### config.mk
export PLATFORM = sky130hd
export DESIGN_NAME = sra_srl_seq
export DESIGN_NICKNAME = d
export VERILOG_FILES = /design/src/rtl/sra_srl_seq.sv
export SDC_FILE = /design/constraint.sdc
export NUM_CORES = 1
export LEC_CHECK = 0
export BUFFER_PORTS_ARGS = -buffer_cell sky130_fd_sc_hd__buf_2
export CORE_ASPECT_RATIO = 0.75
export CORE_MARGIN = 2
export CORE_UTILIZATION = 42
export CTS_CLUSTER_DIAMETER = 40
export DETAILED_ROUTE_END_ITERATION = 8
export GPL_TIMING_DRIVEN = 0
export SLEW_MARGIN = 20
export SYNTH_ARGS = -nofsm -noshare
export SYNTH_HDL_FRONTEND = slang
export SYNTH_SLANG_ARGS = --single-unit
### constraint.sdc
create_clock -name clock -period 3.5 [get_ports clock]
set_input_delay 0.525 -clock clock [delete_from_list [all_inputs] [get_ports clock]]
set_output_delay 0.525 -clock clock [all_outputs]
set_load 0.01 [all_outputs]
### src/rtl/sra_srl_seq.sv
// Multi-cycle 32-bit right shifter, logical or arithmetic.
// One log-stage per clock (16, 8, 4, 2, 1); result and done appear the cycle after the fifth stage.
module sra_srl_seq #(
  parameter int WIDTH  = 32,
  parameter int STAGES = 5
) (
  input  logic              clock,
  input  logic              reset,
  input  logic              start,
  input  logic [WIDTH-1:0]  in,
  input  logic [STAGES-1:0] amt,
  input  logic              arith,
  output logic [WIDTH-1:0]  out,
  output logic              busy,
  output logic              done
);

  localparam int KW = $clog2(STAGES);

  typedef enum logic {IDLE, SHIFT} state_t;

  state_t            state_q, state_d;
  logic [KW-1:0]     k_q, k_d;
  logic [WIDTH-1:0]  work_q, work_d;
  logic [STAGES-1:0] amt_q, amt_d;
  logic              fill_q, fill_d;
  logic [WIDTH-1:0]  out_q, out_d;
  logic              done_q, done_d;
  logic [WIDTH-1:0]  stage_val;

  // Shift right by 2^k, filling the vacated top bits with f.
  function automatic logic [WIDTH-1:0] stage_shift(input logic [WIDTH-1:0] w,
                                                   input logic [KW-1:0] k,
                                                   input logic f);
    logic [STAGES:0]    sh;
    logic [WIDTH-1:0]   ones;
    logic [WIDTH-1:0]   fill_mask;
    sh        = (STAGES+1)'(1) << k;
    ones      = '1;
    fill_mask = ~(ones >> sh);
    return (w >> sh) | (f ? fill_mask : '0);
  endfunction

  assign stage_val = amt_q[k_q] ? stage_shift(work_q, k_q, fill_q) : work_q;

  always_comb begin
    state_d = state_q;
    k_d     = k_q;
    work_d  = work_q;
    amt_d   = amt_q;
    fill_d  = fill_q;
    out_d   = out_q;
    done_d  = 1'b0;
    case (state_q)
      IDLE: begin
        if (start) begin
          work_d  = in;
          amt_d   = amt;
          fill_d  = arith & in[WIDTH-1];
          k_d     = KW'(STAGES-1);
          state_d = SHIFT;
        end
      end
      SHIFT: begin
        work_d = stage_val;
        // Last stage: publish the result directly so out never shows partial values.
        if (k_q == '0) begin
          out_d   = stage_val;
          done_d  = 1'b1;
          state_d = IDLE;
        end else begin
          k_d = k_q - KW'(1);
        end
      end
      default: state_d = IDLE;
    endcase
  end

  always_ff @(posedge clock) begin
    if (!reset) begin
      state_q <= IDLE;
      k_q     <= '0;
      work_q  <= '0;
      amt_q   <= '0;
      fill_q  <= 1'b0;
      out_q   <= '0;
      done_q  <= 1'b0;
    end else begin
      state_q <= state_d;
      k_q     <= k_d;
      work_q  <= work_d;
      amt_q   <= amt_d;
      fill_q  <= fill_d;
      out_q   <= out_d;
      done_q  <= done_d;
    end
  end

  assign out  = out_q;
  assign busy = (state_q == SHIFT);
  assign done = done_q;

endmodule

Yosys cells after proc, flatten, opt, wreduce, memory -nomap -nowiden
Cells that the tools add are included.
Cells by class
  add/subtract/negate cells: 1
  $mul: 0
  divide/modulo/power cells: 0
  magnitude comparators: 1
  equality and inequality tests: 2
  shift operators: 3
  muxes and demuxes: 13
  bitwise gates (word level): 4
  reductions and logical operators: 5
Operators with widths (count)
  32-bit 2-to-1 mux: 3
  32-bit case mux with 2 select lines: 1
  32-bit inverter: 1
  32-bit bitwise OR: 1
  32-bit by 6-bit >> shifter with 32-bit output: 1
  32-bit by 6-bit >> shifter with 32-bit output, first input constant: 1
  2-bit AND reduction: 4
  3-bit 2-to-1 mux: 2
  3-bit case mux with 2 select lines: 1
  1-bit by 3-bit << shifter with 6-bit output, first input constant: 1
  3-bit by 4-bit < comparator with 1-bit output, second input constant: 1
  1-bit 2-to-1 mux: 4
  2-bit inequality test, second input constant: 2
  1-bit binary-select mux with 3-bit select: 1
  3-bit logical NOT: 1
  3-bit by 1-bit subtractor with 3-bit output, second input constant: 1
  1-bit case mux with 2 select lines: 1
  1-bit AND: 1
  1-bit inverter: 1
Storage, ports and cells
  register bits after elaboration: 75
  latch bits: 0
  RAM bits: 0
  ROM bits: 0
  input bits: 41
  output and inout bits: 34
  logic and storage cells: 36
  memories: 0

Logic depth before layout (Yosys ltp)
  word-level depth: 7
  depth in mapped cells: 11
  depth with buffers taken out: 8

Worst setup path before layout
Ideal clock, no wire load.
  path kind: reg-to-reg
  from: register k_q[0]
  to: register work_q[13]
  library setup time: 132 ps
  arrival: 2256 ps
  data required time: 3368 ps
  path slack: 1112 ps
  stages on the path, launching flop included: 12
  period minus slack after synthesis: 2388 ps
  cell sequence: dfxtp_1 inv_1 ha_1 buf_4 buf_6 buf_4 nand2_2 nand2_1 a2111oi_0 a21oi_1 a221oi_1 a21oi_1
Between the ends
  word-level cells in the longest chain between the ends: 7
  elaborated cells between the ends (all ways): 10
  those cells by class: 3 x shift; 5 x mux; 2 x bitwise
RTL lines
  start, declared: line 23  | logic [KW-1:0] k_q, k_d;
  start signal, assigned: line 90  | k_q <= k_d;
  1-bit by 3-bit << shifter with 6-bit output: line 38  | sh = (STAGES+1)'(1) << k;
  32-bit by 6-bit >> shifter with 32-bit output: line 40  | fill_mask = ~(ones >> sh);
  32-bit inverter: line 40
  32-bit 2-to-1 mux: line 41  | return (w >> sh) | (f ? fill_mask : '0);
  32-bit bitwise OR: line 41
  32-bit 2-to-1 mux *: line 44  | assign stage_val = amt_q[k_q] ? stage_shift(work_q, k_q, fill_q) : work_q;
  32-bit case mux with 2 select lines *: line 54  | case (state_q)
  end signal, assigned: line 91  | work_q <= work_d;
  end, declared: line 24  | logic [WIDTH-1:0] work_q, work_d;
Mark *: on every way between the ends. The rest lies on a longest branch, timed or not. The select of a mux whose other input is x is not followed.
A chain may end at the register's enable or synchronous reset.

Final worst setup path
  from: register k_q[0]
  to: register out_q[11], in the netlist out[11]
Between the ends
  word-level cells in the longest chain between the ends: 6
  elaborated cells between the ends (all ways): 11
  those cells by class: 3 x shift; 4 x mux; 2 x bitwise; 2 x reduce/logical
RTL lines
  1-bit by 3-bit << shifter with 6-bit output: line 38
  32-bit by 6-bit >> shifter with 32-bit output: line 40
  32-bit inverter: line 40
  32-bit 2-to-1 mux: line 41
  32-bit bitwise OR: line 41
  32-bit 2-to-1 mux: line 44
  end signal, assigned: line 94  | out_q <= out_d;
  end, declared: line 27  | logic [WIDTH-1:0] out_q, out_d;
Several ways; a longest one is shown, not always the timed one. The select of a mux whose other input is x is not followed.

==> run_results.csv <==
group,metric,value,unit
route,drc,0,
cts,post_cts_buffers,0,
sta,setup_tns,-0.02072,ns
cts,cts_tree,"yes",
critical_path,crit_path_end_kind,"flop",
logic_synthesis,ys_seq_area_share,24.85,%
route,totalWireLength,30.48,mm
global_route,grt_max_degree,14,
cts,clk_latency,0.35,ns
critical_path,timing_worst_setup_path_type,"flop to flop",
cells_and_area,final_cells,1047,
run_status,violations,"setup timing",
global_route,grtUsageMet3,14.10,%
critical_path,reg2reg_to,"out[11]",
logic_synthesis,netlist_area,6042,um2
global_route,grt_remaining_overflow,0,
route,viasPerCell,7.104,
floorplanning,initial_core_util,43.50,%
logic_synthesis,syn_inst,783,
critical_path,startpoint,"k_q[0]",
run_status,status,"finished with violations",
power,switchingPower,0.001367,W
global_route,antenna_found_initial,0,
global_route,top_usage_layer,"met2",
placed_design,gp_congestion,1.056,
cells_and_area,layout_commonest_cell,"buf_2",
floorplanning,die_w,142.5,um
critical_path,cp.required,3.71,ns
placed_design,dpl.hpwl,23.61,mm
sta,setup_viol_count_final,1,
route,num_vias,7438,
power,p_per_area,492.6,nW/um2
cts,cts_buffers,9,
floorplanning,die_area,15370,um2
cells_and_area,nFillCells,1390,
sta,fmax,0.2840,GHz
cts,h-tree-depth,3,
global_route,grt.total_usage,39.19,%
cells_and_area,area_delta_synth_final,15.80,%
logic_synthesis,synth_flop_cell,"dfxtp_1",
logic_synthesis,synth-simple-area-share,18.72,%
route,drt_iter0_markers,1333,
floorplanning,ios,75,
sta,rsz0062_at_grt,"true",
cells_and_area,design_area,6997,um2
sta,fin_skew,0.01204,ns
power,pwr-share-comb,38.4,%
logic_synthesis,synth_fp_nets,829,
logic_synthesis,ys_seq_elements,75,
cells_and_area,fin_util,50.38,%
logic_synthesis,synthArstFlopShare,0,%
critical_path,crit_path_end,"out[11]",
sta,slew_headroom,39.25,%
placed_design,dp.cells,1032,
power,p_clk_share,31.5,%
logic_synthesis,synth_warnings,0,
critical_path,rr_worst_depth,11,
logic_synthesis,synthAdderAreaFrac,1.035,%
critical_path,r2r_setup_slack,-0.02,ns
route,antenna_left,0,
cells_and_area,fin_nets,914,
route,wl_per_cell,29.11,um
global_route,first_global_vias,6779,
sta,hold_viol,0,
floorplanning,die_y,107.9,um
power,p_leak,2.740,nW
cells_and_area,layout_common_cells,"96 x buf_2, 77 x o21ai_0, 75 x dfxtp_1",
sta,finalCritPeriodShare,100.6,%
worst_hold_path,min_path_type,"input port to flop",
placed_design,dp_slack,-0.1620,ns
logic_synthesis,avgSynthCellArea,7.717,um2
logic_synthesis,yosysUniqueCellTypes,79,
cts,clock_sinks,75,
sta,tightest_slew,0.9080,ns
floorplanning,design.core.area,13890,um2
sta,layout_setup_ws,-0.02072,ns
placed_design,placed_area,6631,um2
global_route,met1_usage,54.56,%
power,intPower,0.002079,W
route,dr.pass1.iters,6,
power,seqPwrFrac,30.0,%
placed_design,numPortBuffers,74,
power,vdd_drop_max,0.0002656,V
sta,period_minus_slack,3.521,ns
cts,clkTransAtPathRegs,0.06,ns
logic_synthesis,synth_mux_area_share,12.86,%
logic_synthesis,synth_edf_count,0,
power,swShare,39.67,%
cells_and_area,layout-drive-gt1-share,20.18,%
logic_synthesis,synth-compound-area-share,34.56,%
global_route,grt_pass1_wl,43.69,mm
cts,cts_root_buf,"clkbuf_16",
critical_path,start_kind,"flop",
critical_path,cp_max_fo,10,
sta,slew_viol_final,0,
logic_synthesis,synth_top_family_by_area,"compound AO/OA/AOI/OAI gates",
global_route,met2_usage,55.94,%
flow_run,cap_violations,0,
logic_synthesis,synthXorXnorAreaFrac,0,%
critical_path,crit_arrival,3.73,ns
cts,clockBufferDepth,2,
cells_and_area,n_antenna_cell,0,
critical_path,rr_startpoint,"k_q[0]",
floorplanning,row_count,37,
-- worst min path at each step --
stage | from | to | slack (ns) | cells past startpoint
2_1_floorplan | amt_q[2] | amt_q[2] | 0.43 | 2
3_3_place_gp | amt_q[1] | amt_q[1] | 0.44 | 2
3_5_place_dp | out[23] | out[23] | 0.45 | 2
4_1_cts | amt[3] | amt_q[3] | 0.41 | 3
5_1_grt | amt[2] | amt_q[2] | 0.43 | 3
6_report | amt[3] | amt_q[3] | 0.42 | 3
-- kinds of logic after synthesis --
kind of cell | count (synthesis)
adders and majority gates | 5
buffers and inverters | 101
DFF | 75
muxes | 63
and+or+nand+nor | 225
AOI/OAI and AO/OA | 314
-- cells in the mapped netlist, drive strengths merged (6+ instances only) --
cell / number / area [um2]
a21oi: 64 / 320.3
o221ai: 17 / 148.9
o22ai: 18 / 112.6
mux2i: 36 / 360.4
clkbuf: 41 / 153.9
nand3: 21 / 105.1
and2: 6 / 37.54
nand2: 67 / 254.0
nor2: 58 / 227.7
inv: 18 / 67.57
o211ai: 10 / 75.07
o31ai: 6 / 50.05
a221oi: 9 / 78.83
buf: 42 / 260.3
a31oi: 20 / 125.1
o21ai: 84 / 420.4
dfxtp: 75 / 1501
nor3: 8 / 40.04
a211oi: 19 / 152.6
nor3b: 8 / 60.06
o21a: 7 / 52.55
mux4: 10 / 225.2
mux2: 17 / 191.4
nor2b: 13 / 81.33
a22oi: 9 / 72.57
nand2b: 14 / 87.58
-- cell type report --
cell class	instances	area, um2	share of cell area (%)
plain buffers	83	414.1	5.919
clock buffers	9	225.2	3.219
clock inverters	6	112.6	1.609
inverters	18	67.56	0.9657
multi-input cells	607	4086	58.40
flip-flops and latches	75	1501	21.46
well taps	175	219.0	3.129
repair buffers	74	370.4	5.293
-- per-layer routing --
layer / vias to the layer above / part of all wire (%)
met5: - / 0
met4: 0 / 4.1
met3: 104 / 14
met2: 643 / 40
met1: 3554 / 42
li1: 3137 / -
-- timing repair --
item                                   CTS  global route
pin swaps                                0             0
setup endpoints to repair                2             6
gates resized for setup                  2             4
endpoints found under the hold margin    0             0
hold buffers                             0             0
-- per-stage QoR --
step,power (W),hold slack [ns]
after floorplan,0.001818,0.4331
after global placement,0.002289,0.4435
after detailed placement,0.002287,0.4488
after CTS,0.003359,0.4145
after global routing,0.003535,0.4336
final,0.003446,0.4173
-- worst max-delay path, stage by stage, from the launching register on --
cell and delay [ns]:
dfxtp_1 0.51, inv_1 0.18, ha_1 0.26, buf_4 0.20
buf_6 0.16, buf_4 0.20, nand2_2 0.23, nand2_1 0.26
o41ai_1 0.64, a21oi_1 0.13, o221ai_1 0.46, a21oi_1 0.13
-- power by group through the flow --
| stage | clock network, W | registers (W) | logic, W |
|---|---|---|---|
| after floorplan | 0 | 0.00102 | 0.000800 |
| after global placement | 0 | 0.00104 | 0.00125 |
| after detailed placement | 0 | 0.00105 | 0.00124 |
| after CTS | 0.00108 | 0.00103 | 0.00125 |
| after global routing | 0.00111 | 0.00104 | 0.00138 |
| final | 0.00109 | 0.00104 | 0.00132 |
-- flip-flops by register name, indices dropped and copies added (netlist names) --
signal,count
out,32
work_q,32
amt_q,5
k_q,3
busy,1
done,1
fill_q,1
No activity file was read; power rests on OpenSTA's default activity.
